## src/rtl/video_timing_gen.sv

```systemverilog
// video_timing_gen: 15 kHz raster timing with pixel CE, h/v counters and registered sync, blank and RGB
module video_timing_gen #(
  parameter int CE_DIV       = 2,
  parameter int H_TOTAL      = 384,
  parameter int H_ACTIVE     = 256,
  parameter int H_SYNC_START = 288,
  parameter int H_SYNC_WIDTH = 32,
  parameter int V_TOTAL      = 264,
  parameter int V_ACTIVE     = 224,
  parameter int V_SYNC_START = 240,
  parameter int V_SYNC_WIDTH = 8,
  parameter int HCNT_WIDTH   = 10,
  parameter int VCNT_WIDTH   = 9,
  parameter int COLOR_DEPTH  = 6
) (
  input  logic                   clk_sys,
  input  logic                   reset_n,
  input  logic [COLOR_DEPTH-1:0] r_in,
  input  logic [COLOR_DEPTH-1:0] g_in,
  input  logic [COLOR_DEPTH-1:0] b_in,
  output logic                   pix_ce,
  output logic [HCNT_WIDTH-1:0]  hcnt,
  output logic [VCNT_WIDTH-1:0]  vcnt,
  output logic                   line_start,
  output logic                   frame_start,
  output logic                   hs_out,
  output logic                   vs_out,
  output logic                   hblank,
  output logic                   vblank,
  output logic [COLOR_DEPTH-1:0] r_out,
  output logic [COLOR_DEPTH-1:0] g_out,
  output logic [COLOR_DEPTH-1:0] b_out
);
  localparam int DIV_W = CE_DIV > 1 ? $clog2(CE_DIV) : 1;
  localparam logic [DIV_W-1:0] DIV_MAX = DIV_W'(CE_DIV - 1);
  localparam logic [31:0] H_LAST = 32'(H_TOTAL - 1);
  localparam logic [31:0] V_LAST = 32'(V_TOTAL - 1);
  localparam logic [31:0] H_ACT  = 32'(H_ACTIVE);
  localparam logic [31:0] V_ACT  = 32'(V_ACTIVE);
  localparam logic [31:0] HS_BEG = 32'(H_SYNC_START);
  localparam logic [31:0] HS_END = 32'(H_SYNC_START + H_SYNC_WIDTH);
  localparam logic [31:0] VS_BEG = 32'(V_SYNC_START);
  localparam logic [31:0] VS_END = 32'(V_SYNC_START + V_SYNC_WIDTH);

  logic [DIV_W-1:0]       div_q, div_d;
  logic                   pix_ce_q, pix_ce_d;
  logic [HCNT_WIDTH-1:0]  hcnt_q, hcnt_d;
  logic [VCNT_WIDTH-1:0]  vcnt_q, vcnt_d;
  logic                   line_start_q, line_start_d;
  logic                   frame_start_q, frame_start_d;
  logic                   hs_q, hs_d, vs_q, vs_d;
  logic                   hblank_q, hblank_d, vblank_q, vblank_d;
  logic [COLOR_DEPTH-1:0] r_q, r_d, g_q, g_d, b_q, b_d;
  logic [31:0]            hx, vx;
  logic                   h_last, v_last, blank;

  always_comb begin
    hx            = 32'(hcnt_q);
    vx            = 32'(vcnt_q);
    h_last        = hx == H_LAST;
    v_last        = vx == V_LAST;
    blank         = hx >= H_ACT || vx >= V_ACT;
    div_d         = div_q == DIV_MAX ? '0 : div_q + DIV_W'(1);
    pix_ce_d      = div_q == DIV_MAX;
    hcnt_d        = !pix_ce_q ? hcnt_q : h_last ? '0 : hcnt_q + HCNT_WIDTH'(1);
    vcnt_d        = !(pix_ce_q && h_last) ? vcnt_q : v_last ? '0 : vcnt_q + VCNT_WIDTH'(1);
    line_start_d  = pix_ce_q && h_last;
    frame_start_d = line_start_d && v_last;
    hs_d          = pix_ce_q ? !(hx >= HS_BEG && hx < HS_END) : hs_q;
    vs_d          = pix_ce_q ? !(vx >= VS_BEG && vx < VS_END) : vs_q;
    hblank_d      = pix_ce_q ? hx >= H_ACT : hblank_q;
    vblank_d      = pix_ce_q ? vx >= V_ACT : vblank_q;
    r_d           = pix_ce_q ? (blank ? '0 : r_in) : r_q;
    g_d           = pix_ce_q ? (blank ? '0 : g_in) : g_q;
    b_d           = pix_ce_q ? (blank ? '0 : b_in) : b_q;
  end

  always_ff @(posedge clk_sys or negedge reset_n) begin
    if (!reset_n) begin
      div_q         <= '0;
      pix_ce_q      <= CE_DIV == 1;
      hcnt_q        <= '0;
      vcnt_q        <= '0;
      line_start_q  <= 1'b0;
      frame_start_q <= 1'b0;
      hs_q          <= 1'b1;
      vs_q          <= 1'b1;
      hblank_q      <= 1'b1;
      vblank_q      <= 1'b1;
      r_q           <= '0;
      g_q           <= '0;
      b_q           <= '0;
    end else begin
      div_q         <= div_d;
      pix_ce_q      <= pix_ce_d;
      hcnt_q        <= hcnt_d;
      vcnt_q        <= vcnt_d;
      line_start_q  <= line_start_d;
      frame_start_q <= frame_start_d;
      hs_q          <= hs_d;
      vs_q          <= vs_d;
      hblank_q      <= hblank_d;
      vblank_q      <= vblank_d;
      r_q           <= r_d;
      g_q           <= g_d;
      b_q           <= b_d;
    end
  end

  assign pix_ce      = pix_ce_q;
  assign hcnt        = hcnt_q;
  assign vcnt        = vcnt_q;
  assign line_start  = line_start_q;
  assign frame_start = frame_start_q;
  assign hs_out      = hs_q;
  assign vs_out      = vs_q;
  assign hblank      = hblank_q;
  assign vblank      = vblank_q;
  assign r_out       = r_q;
  assign g_out       = g_q;
  assign b_out       = b_q;
endmodule

```

## config.mk

```make
export PLATFORM = sky130hd
export DESIGN_NAME = video_timing_gen
export DESIGN_NICKNAME = d
export VERILOG_FILES = /design/src/rtl/video_timing_gen.sv
export SDC_FILE = /design/constraint.sdc
export NUM_CORES = 1
export LEC_CHECK = 0
export BUFFER_PORTS_ARGS = -buffer_cell sky130_fd_sc_hd__buf_2
export CAP_MARGIN = 40
export CORE_ASPECT_RATIO = 0.75
export CORE_MARGIN = 4
export CORE_UTILIZATION = 54
export DETAILED_ROUTE_END_ITERATION = 12
export GPL_ROUTABILITY_DRIVEN = 1
export GPL_TIMING_DRIVEN = 0
export HOLD_SLACK_MARGIN = 0.12
export PLACE_DENSITY = 0.84
export SLEW_MARGIN = 10
export SYNTH_ARGS = -nofsm -noshare
export SYNTH_HDL_FRONTEND = slang
export SYNTH_SLANG_ARGS = --single-unit
```

## constraint.sdc

```tcl
create_clock -name clk_sys -period 4.7 [get_ports clk_sys]
set_input_delay 0.47 -clock clk_sys [delete_from_list [all_inputs] [get_ports clk_sys]]
set_output_delay 0.47 -clock clk_sys [all_outputs]
set_load 0.005 [all_outputs]
```

-- Word-level counts from Yosys, hierarchy flattened
Index checks and enable logic that the tools add are counted.
- bits in registers: 45
- memory bits (writable): 0
- word-level logic and storage cells: 37
- output and inout port bits: 44
- memories kept: 0
- latch bits: 0
- bits of input ports: 20
- memory bits (read-only): 0
- shift-type cells: 0
- bitwise gates (word level): 0
- div/mod/pow operators: 0
- equality and inequality tests: 2
- add/sub/neg operators: 3
- $mul: 0
- reductions and logical operators: 7
- mux-type cells: 6
- magnitude comparators: 6
- operators with widths (cell ; count):
    10-bit by 9-bit >= comparator with 1-bit output, second input constant ; 2
    9-bit by 8-bit >= comparator with 1-bit output, second input constant ; 2
    6-bit 2-to-1 mux ; 3
    10-bit by 1-bit adder with 10-bit output, second input constant ; 1
    10-bit by 9-bit equality test with 1-bit output, second input constant ; 1
    10-bit by 9-bit < comparator with 1-bit output, second input constant ; 1
    10-bit 2-to-1 mux ; 1
    9-bit by 1-bit adder with 9-bit output, second input constant ; 1
    9-bit equality test, second input constant ; 1
    9-bit by 8-bit < comparator with 1-bit output, second input constant ; 1
    9-bit 2-to-1 mux ; 1
    1-bit logical AND ; 4
    1-bit zero test ; 2
    1-bit adder, second input constant ; 1
    1-bit logical OR ; 1
    1-bit 2-to-1 mux ; 1

-- Longest topological paths before layout
Gate-level depths: netlist (run 1).
- depth after elaboration: 3
- gate-level depth with buffers: 7
- gate-level depth less buffers: 6

-- Worst setup path after synthesis (run 1)
No wires, ideal clock.
- path kind: register to register
- from: reg hcnt_q[7] (netlist: hcnt[7])
- to: reg vcnt_q[3] (netlist: vcnt[3])
- cell stages (with the launch flop): 5
- path buffers: 0
- library setup time: 125 ps
- data required time: 4575 ps
- clock period less this slack: 1795 ps
- path slack: 2905 ps
- arrival time: 1670 ps
- cells stage by stage: dfrtp_1 or3b_1 or3_4 nor2_1 mux2_2
- word-level cells in the longest chain between the ends: 2
- RTL lines (item ; line ; text):
    from (decl) ; 47 ; logic [HCNT_WIDTH-1:0] hcnt_q, hcnt_d;
    from (signal assigned) ; 96 ; hcnt_q <= hcnt_d;
    10-bit by 9-bit equality test with 1-bit output ; 60 ; h_last = hx == H_LAST;
    1-bit logical AND ; 66 ; vcnt_d = !(pix_ce_q && h_last) ? vcnt_q : v_last ? '0 : vcnt_q + VCNT_WIDTH'(1);
    to (signal assigned) ; 97 ; vcnt_q <= vcnt_d;
    to (decl) ; 48 ; logic [VCNT_WIDTH-1:0] vcnt_q, vcnt_d;
No other way between the ends.
A chain may end at the register's enable or synchronous reset.

-- Worst setup path after layout (run 1)
Ends and elaborated chain as after synthesis.

==> impl_metrics.tcl, run 1 <==
set metrics [dict create \
    worstPathCellList "or3b_1 -> or3_4 -> nor2_1 -> mux2_2" \
    fillers 288 \
    grt_setup_unrepaired "no" \
    synthAdderAreaFrac 0.02503 \
    place_inst 317 \
    synth.area.top_cells "dfrtp_1 (51%), o21ai_0 (6.5%), dfstp_2 (5.3%)" \
    slowest_delay_ns 0.46 \
    ys_warn_count 0 \
    cp.required_ns 4.89 \
    drc 0 \
    arrival_ns 2.07 \
    synth_fp_nets 227 \
    first_pass_iters 4 \
    vias 1671 \
    nets 299 \
    seqPwrFrac 0.604 \
    worstMarginPinSlew_ns 0.4405 \
    viasPerCell 5.126 \
    postRouteWirelength_um 4496 \
    portBuffers 63 \
    setup_viol 0 \
    startpoint_type "flop" \
    diodes 0 \
    synthCells 203 \
    synth_top_family_by_area "simple AND/OR/NAND/NOR gates" \
    core_um2 3423 \
    sw_frac_of_total 0.2178 \
    floorplan.initialDensity 0.5841 \
    gp_congestion 0.8514 \
    cts_resized 0 \
    synth-xor-area-share 0.03880 \
    netSwitchingPower_mw 0.1437 \
    synthSimpleGateAreaFrac 0.1827 \
    fin_skew_ns 0.005272 \
    grtUsageTotal 0.2093 \
    clockBufferDepth 2 \
    avgSynthCellArea_um2 9.849 \
    drv_slew 0 \
    fin_total_pwr_mw 0.6596 \
    synth_area_leader_cell "dfrtp_1" \
    area_delta_synth_final_pct 24.41 \
    path_buf_inv 0 \
    status "complete, no violations" \
    maxSlewHeadroom 0.7063 \
    boundaryPins 64 \
    synth_compound_gate_area_share 0.1120 \
    p_int_mw 0.5160 \
    cts_setup_buffers 0 \
    final_cell_mix "buf_2 (64), dfrtp_1 (41), nand2_1 (26), o21ai_0 (26), inv_1 (24)" \
    p_per_area_nw_per_um2 265.2 \
    ir_worst_vdd_mv 0.2100 \
    layoutNonFillerInstCount 326 \
    ys_ff_latch 45 \
    die_h_um 60.70 \
    cts_sinks 45 \
    layout-drive-gt1-share 0.2899 \
    synthMuxAreaShare 0.01064 \
    numCtsBuffers 5 \
    htree_levels 2 \
    drtAntennaViolNets 0 \
    cts.hold.buffers_added 1 \
    path_max_fanout 7 \
    worst_setup_path_end_kind "flop" \
    clock_power_share 0.346 \
    fmax_mhz 532.5 \
    clock_latency_ns 0.30 \
    yosysUniqueCellTypes 38 \
    yosysTopAreaCellShare 0.5131 \
    yosysSeqAreaShare 0.5657 \
    grt_max_degree 31 \
    syn_area_um2 1999 \
    grt_pass1_vias 1597 \
    fin_util 0.7266 \
    hpwlAfterDp_um 3291 \
    drt_iter0_drc 92 \
    setup-tns-final_ns 0 \
    die_area_um2 4750 \
    rows 18 \
    cts_root_buf "clkbuf_8" \
    clk_pin_slew_ns 0.08 \
    fin_crit_sh 0.3996 \
    path_delay_family "simple AND/OR/NAND/NOR gates" \
    worst_path_max_delay_cell "dfrtp_1" \
    routedWlPerCell_um 13.79 \
    grt_pass1_wl_um 7562 \
    grt-ovfl-total 0 \
    antenna_found_initial 0 \
    hold_violations 0 \
    drv_cap 0 \
    p_leak_nw 1.244 \
    mostFrequentLayoutCell "buf_2" \
    worstHoldPathType "in -> reg" \
    pwr-share-comb 0.049 \
    dieWidth_um 78.26 \
    cts_tree "yes" \
    worstSetupPathType "reg -> reg" \
    fin_crit_ns 1.878 \
]
-- Yosys cell counts --
cell / instances
nand4b_1: 2
clkinv_4: 1
a22o_1: 5
nor3_1: 4
and4_1: 1
nor2_1: 18
a21o_1: 1
and3_1: 2
xor2_1: 3
a31oi_1: 1
nand2_2: 1
nor2b_1: 2
nand3_1: 9
nor3b_1: 1
nor4b_1: 1
or3_4: 1
clkbuf_1: 4
a21oi_1: 2
dfstp_2: 4
mux2_2: 1
nand2_1: 26
buf_6: 1
mux2i_1: 1
o21ai_0: 26
dfrtp_1: 41
nand4_1: 3
a41oi_1: 1
inv_1: 24
and2_1: 1
ha_1: 4
o31ai_1: 1
xnor2_2: 1
o32a_1: 1
buf_2: 1
nor4_1: 1
xnor2_1: 4
and4b_1: 1
or3b_1: 1
-- worst paths after layout --
check	startpoint	end	slack [ns]	cells after the start
max in group asynchronous	reset_n	vblank	3.54	3
min in group asynchronous	reset_n	b_out[5]	0.62	2
worst min-delay path	g_in[1]	g_out[1]	0.37	3
worst max-delay path	hcnt[7]	vcnt[3]	2.82	4
worst min register to register	div_q	pix_ce	0.38	0
worst max register to register	hcnt[7]	vcnt[3]	2.82	4
-- flip-flops by register name (all words and copies together) (netlist names) --
register,flops
b_out,6
div_q,1
frame_start,1
g_out,6
hblank,1
hcnt,10
hs_out,1
line_start,1
pix_ce,1
r_out,6
vblank,1
vcnt,9
vs_out,1
-- kinds of logic after synthesis --
logic type / after synthesis
adders and majority gates: 4
DFF: 45
muxes: 2
and+or+nand+nor: 75
buffers and inverters: 31
xor gates and xnor gates: 8
AOI/OAI and AO/OA: 38
-- worst register-to-register path: stages (launching register included) --
cell and delay (ns):
dfrtp_1 0.46, or3b_1 0.40, or3_4 0.45, nor2_1 0.14
mux2_2 0.33
-- per-layer routing --
layer | up-vias | part of all wire | global-route usage
li1 | 816 | - | -
met1 | 790 | 0.47 | 0.2766
met2 | 57 | 0.45 | 0.3427
met3 | 8 | 0.068 | 0.05045
met4 | 0 | 0.016 | 0.08229
met5 | - | 0 | 0
-- stage by stage --
stage / worst slack [ns] / hold WS [ns] / instance area (um^2)
finish: 2.822 / 0.3729 / 2487
global route: 2.632 / 0.3783 / 2487
CTS: 2.835 / 0.3677 / 2487
detailed placement: 2.842 / 0.3604 / 2397
global placement: 2.864 / 0.3617 / 2377
floorplan: 2.905 / 0.1744 / 1999
-- layout make-up --
cell class                 count  area, um^2  area share
buffer                         6       31.28     0.01258
multi-input combinational    127       738.2      0.2968
inverter                      25       98.84     0.03974
tap                           50       62.56     0.02515
clock buffer                   8       80.08     0.03219
timing repair buffer          65       345.3      0.1388
sequential                    45        1131      0.4547
-- power by group through the flow --
stage	clock network [mW]	logic, mW	registers [mW]
CTS	0.232	0.0334	0.399
floorplan	0	0.00503	0.407
global placement	0	0.0295	0.406
detailed placement	0	0.0329	0.406
global route	0.247	0.0374	0.400
finish	0.229	0.0324	0.399
Power figures use the tool's default switching activity.
==> run 2: changes to the inputs <==
--- a/config.mk
+++ b/config.mk
@@ -9,12 +9,12 @@
 export CAP_MARGIN = 40
 export CORE_ASPECT_RATIO = 0.75
 export CORE_MARGIN = 4
-export CORE_UTILIZATION = 54
+export CORE_UTILIZATION = 50
 export DETAILED_ROUTE_END_ITERATION = 12
 export GPL_ROUTABILITY_DRIVEN = 1
 export GPL_TIMING_DRIVEN = 0
 export HOLD_SLACK_MARGIN = 0.12
-export PLACE_DENSITY = 0.84
+export PLACE_DENSITY = 0.79
 export SLEW_MARGIN = 10
 export SYNTH_ARGS = -nofsm -noshare
 export SYNTH_HDL_FRONTEND = slang
==> constraint.sdc (replaced) <==
create_clock -name clk_sys -period 1.75 [get_ports clk_sys]
set_input_delay 0.175 -clock clk_sys [delete_from_list [all_inputs] [get_ports clk_sys]]
set_output_delay 0.175 -clock clk_sys [all_outputs]
set_load 0.005 [all_outputs]
==> run 2 against run 1 <==
  * The run now ends with setup timing left
  * Fmax is 6.5% higher
  * Clock-buffer cell count is 3 lower
  * Sequential share of layout area is 4.8 points lower
  * Register-to-register slack worse by 2.8 ns
  * Worst hold slack worse by 0.075 ns
  * Design area is 12% higher
  * Combinational power grew to 3.7 times the previous value
  * Worst setup slack worse by 2.8 ns
  * Sequential cell count stayed put
  * Cell count is 7.7% higher
  * First-iteration DRC count is 40% lower
  * Global-route usage is 1.0 points lower
  * Critical path type unchanged
==> impl_metrics.tcl, run 2 (same netlist as run 1, synthesis figures left out) <==
set metrics [dict create \
    portBuffers 63 \
    fin_crit_sh 1.007 \
    fin_skew_ns 0.004336 \
    grt_pass1_wl_um 7845 \
    layoutNonFillerInstCount 351 \
    drc 0 \
    fin_crit_ns 1.763 \
    cts_tree "yes" \
    mostFrequentLayoutCell "buf_2" \
    arrival_ns 1.94 \
    fin_total_pwr_mw 1.936 \
    cts_sinks 45 \
    routedWlPerCell_um 13.42 \
    area_delta_synth_final_pct 39.80 \
    grt-ovfl-total 0 \
    layout-drive-gt1-share 0.3344 \
    worstHoldPathType "in -> async" \
    worstPathCellList "or3b_1 -> or3_4 -> nor2_4 -> mux2_4" \
    diodes 0 \
    fin_util 0.7442 \
    hold_violations 0 \
    viasPerCell 4.934 \
    maxSlewHeadroom 0.7204 \
    setup_viol 1 \
    vias 1732 \
    grt_setup_unrepaired "yes" \
    clock_latency_ns 0.29 \
    antenna_found_initial 0 \
    drv_cap 0 \
    slowest_delay_ns 0.44 \
    hpwlAfterDp_um 3098 \
    clk_pin_slew_ns 0.08 \
    worstMarginPinSlew_ns 0.4193 \
    numCtsBuffers 5 \
    p_leak_nw 1.376 \
    worstSetupPathType "reg -> reg" \
    drt_iter0_drc 55 \
    fillers 282 \
    worst_path_max_delay_cell "or3_4" \
    dieWidth_um 81.02 \
    grt_max_degree 35 \
    startpoint_type "flop" \
    largest_reg_flops 10 \
    die_h_um 62.77 \
    rows 19 \
    fmax_mhz 567.3 \
    final_cell_mix "buf_2 (64), dfrtp_1 (36), nand2_1 (26)" \
    violations "setup timing" \
    grtUsageTotal 0.1992 \
    status "complete, but fails checks" \
    setup-tns-final_ns -0.01284 \
    core_um2 3756 \
    grt_pass1_vias 1711 \
    post-place-ws_ns -0.09548 \
    setup_slack_ns -0.01284 \
    htree_levels 2 \
    cts_root_buf "clkbuf_8" \
    drtAntennaViolNets 0 \
    place_inst 319 \
    nets 323 \
    clockBufferDepth 2 \
    floorplan.initialDensity 0.5323 \
    cp.required_ns 1.93 \
    die_area_um2 5085 \
    path_max_fanout 5 \
    worst_setup_path_end_kind "flop" \
    gp_congestion 0.8722 \
    postRouteWirelength_um 4709 \
    boundaryPins 64 \
    p_per_area_nw_per_um2 692.5 \
    first_pass_iters 4 \
    ir_worst_vdd_mv 0.6439 \
    drv_slew 0 \
]
[run 2: cell type report]
type | count | area [um^2] | share of cell area
inverters | 25 | 98.84 | 0.03536
plain buffers | 5 | 31.28 | 0.01119
clock buffers | 5 | 68.82 | 0.02462
well taps | 52 | 65.06 | 0.02328
clock inverters | 2 | 35.03 | 0.01253
flip-flops and latches | 45 | 1137 | 0.4069
multi-input cells | 127 | 777.0 | 0.2780
repair buffers | 90 | 581.8 | 0.2081
[run 2: routing by layer]
metal,GRT usage,vias up,part of all wire
met3,0.05476,5,0.066
li1,-,865,-
met1,0.2561,810,0.45
met2,0.3279,52,0.48
met4,0.05485,0,0.010
met5,0,-,0
[run 2: worst paths after layout]
| kind | to | from | slack, ns | cells after the start |
|---|---|---|---|---|
| worst max-delay path | vcnt[3] | hcnt[9] | -0.01 | 4 |
| worst min-delay path | hcnt[4] | reset_n | 0.30 | 2 |
| worst max register to register | vcnt[3] | hcnt[9] | -0.01 | 4 |
| worst min register to register | pix_ce | div_q | 0.39 | 0 |
| max in group asynchronous | hblank | reset_n | 0.92 | 3 |
| min in group clk_sys | pix_ce | div_q | 0.39 | 0 |
[run 2: timing repair]
action	in CTS	in global routing
buffers inserted	1	6
pin swaps	0	11
endpoints found under the setup margin	8	13
hold buffers	19	0
gates resized for setup	3	18
hold endpoints to repair	60	0
[run 2: through the flow]
stage | hold WS [ns] | instance area [um^2]
CTS | 0.2976 | 2706
global placement | 0.3615 | 2380
floorplan | -0.1206 | 1999
finish | 0.2976 | 2795
detailed placement | 0.07947 | 2400
global route | 0.3198 | 2795
[run 2: worst max-delay path: cells and delay by family (launching register included)]
kind	cells	cell delay, ns
DFF	1	0.43
muxes	1	0.30
and+or+nand+nor	3	0.92
[run 2: power by group]
group          total, mW  internal (mW)  switching, mW
clock network      0.746          0.415          0.331
logic              0.119         0.0676         0.0510
registers           1.07           1.06         0.0103
==> run 3: changes to the inputs <==
--- a/config.mk
+++ b/config.mk
@@ -15,6 +15,7 @@
 export GPL_TIMING_DRIVEN = 0
 export HOLD_SLACK_MARGIN = 0.12
 export PLACE_DENSITY = 0.79
+export SETUP_SLACK_MARGIN = 0.02
 export SLEW_MARGIN = 10
 export SYNTH_ARGS = -nofsm -noshare
 export SYNTH_HDL_FRONTEND = slang
==> run 3 against run 2 <==
  * The run still ends with setup timing left
  * Clock-buffer cell count is the same
  * Power shrank 6.1%
  * Die area is the same
  * Design area shrank 0.67%
  * Highest routed layer unchanged
==> impl_metrics.tcl, run 3 (same netlist as run 1, synthesis figures left out) <==
set metrics [dict create \
    worst_path_max_delay_cell "or3_4" \
    boundaryPins 64 \
    netSwitchingPower_mw 0.4156 \
    maxSlewHeadroom 0.7062 \
    core_um2 3756 \
    final_cell_mix "buf_2 (64), dfrtp_1 (38), nand2_1 (26)" \
    cts_root_buf "clkbuf_8" \
    postRouteWirelength_um 4821 \
    area_delta_synth_final_pct 38.86 \
    status "complete, but fails checks" \
    worstHoldPathCells 3 \
    worst_setup_path_end_kind "flop" \
    hold_violations 0 \
    grt_pass1_vias 1805 \
    placed_cell_area_um2 2400 \
    drtAntennaViolNets 0 \
    drc 0 \
    fmax_mhz 563.0 \
    drv_slew 0 \
    grt_pass1_wl_um 8252 \
    grt_setup_unrepaired "yes" \
    worstPathCellList "or3b_1 -> or3_4 -> nor2_4 -> mux2_4" \
    hold_end "b_out[3]" \
    seqPwrFrac 0.589 \
    sw_frac_of_total 0.2286 \
    path_max_fanout 5 \
    worstSetupPathType "reg -> reg" \
    mostFrequentLayoutCell "buf_2" \
    stdcell_area_um2 2776 \
    cts_sinks 45 \
    startpoint_type "flop" \
    r2r_slack_ns -0.03 \
    viasPerCell 5.076 \
    grt-ovfl-total 0 \
    routedWlPerCell_um 13.66 \
    first_pass_iters 4 \
    cp.required_ns 1.94 \
    clock_power_share 0.346 \
    floorplan.initialDensity 0.5323 \
    fin_skew_ns 0.009795 \
    pwr-share-comb 0.065 \
    reg2regPathDepth 4 \
    fin_total_pwr_mw 1.818 \
    portBuffers 63 \
    hpwlAfterDp_um 3205 \
    path_buf_inv 0 \
    p_leak_nw 1.374 \
    setup_slack_ns -0.02628 \
    fin_util 0.7392 \
    grt_max_degree 35 \
    p_int_mw 1.402 \
    slowest_delay_ns 0.44 \
    antenna_found_initial 0 \
    rows 19 \
    worstMarginPinSlew_ns 0.4407 \
    gp_congestion 0.7795 \
    path_delay_family "simple AND/OR/NAND/NOR gates" \
    ir_worst_vdd_mv 0.4584 \
    die_h_um 62.77 \
    clockBufferDepth 2 \
    vias 1792 \
    p_per_area_nw_per_um2 654.7 \
    r2r-start "hcnt[9]" \
    setup_viol 1 \
    grtUsageTotal 0.2093 \
    nets 324 \
    drt_iter0_drc 68 \
    r2r_end "vcnt[3]" \
    clock_latency_ns 0.30 \
    dieWidth_um 81.02 \
    clk_pin_slew_ns 0.09 \
    drv_cap 0 \
    fin_crit_ns 1.776 \
    diodes 0 \
    fin_crit_sh 1.015 \
    layout-drive-gt1-share 0.3355 \
    cts_tree "yes" \
    violations "setup timing" \
    post-place-ws_ns -0.09861 \
    largest_reg_flops 10 \
    htree_levels 2 \
    arrival_ns 1.96 \
    worstHoldPathType "in -> reg" \
    holdCritStartpoint "b_in[3]" \
    numCtsBuffers 5 \
    die_area_um2 5085 \
]
[run 3: timing repair]
| action | CTS | global route |
|---|---|---|
| hold endpoints to repair | 59 | 0 |
| resized for setup | 3 | 15 |
| pin swaps | 0 | 11 |
| hold buffers | 18 | 0 |
| endpoints found under the setup margin | 9 | 19 |
| buffers inserted | 4 | 5 |
[run 3: final cells by class]
class                   count  area (um^2)
plain buffers               5        31.28
flip-flops and latches     45         1135
well taps                  52        65.06
multi-input cells         127        777.0
fillers                   295        979.7
repair buffers             91        583.1
inverters                  25        98.84
clock buffers               5        68.82
clock inverters             3        17.52
[run 3: layer usage]
layer	up-vias	wire length, um	GRT usage
met5	-	0	0
met4	0	76	0.06751
met3	11	332	0.07061
met2	64	2274	0.3258
met1	844	2137	0.2734
li1	873	-	-
[run 3: how the worst max path moves through the flow]
stage	endpoint	startpoint	cells after the start
global placement	vcnt[3]	hcnt[0]	5
finish	vcnt[3]	hcnt[9]	4
floorplan	vcnt[3]	hcnt[7]	4
detailed placement	vcnt[3]	hcnt[1]	5
CTS	r_out[3]	vcnt[5]	6
global route	vcnt[3]	hcnt[9]	4
[run 3: power groups by stage]
stage	Clock (mW)	Combinational (mW)	Sequential [mW]
floorplan	0	0.0135	1.09
global placement	0	0.0800	1.09
detailed placement	0	0.0879	1.09
CTS	0.644	0.118	1.07
global route	0.690	0.134	1.07
finish	0.629	0.118	1.07
[run 3: stage by stage]
step           std cells  TNS [ns]  hold slack [ns]
2_1_floorplan        203         0          -0.1206
3_3_place_gp         318   -0.2422           0.3611
3_5_place_dp         319   -0.4065          0.07864
4_1_cts              349         0           0.1305
5_1_grt              353   -0.1414           0.1407
6_report             353  -0.02628           0.1364
[run 3: worst register-to-register path, stage by stage, from the launching register on]
cell and delay, ns:
dfrtp_1 0.41, or3b_1 0.37, or3_4 0.44, nor2_4 0.14, mux2_4 0.30
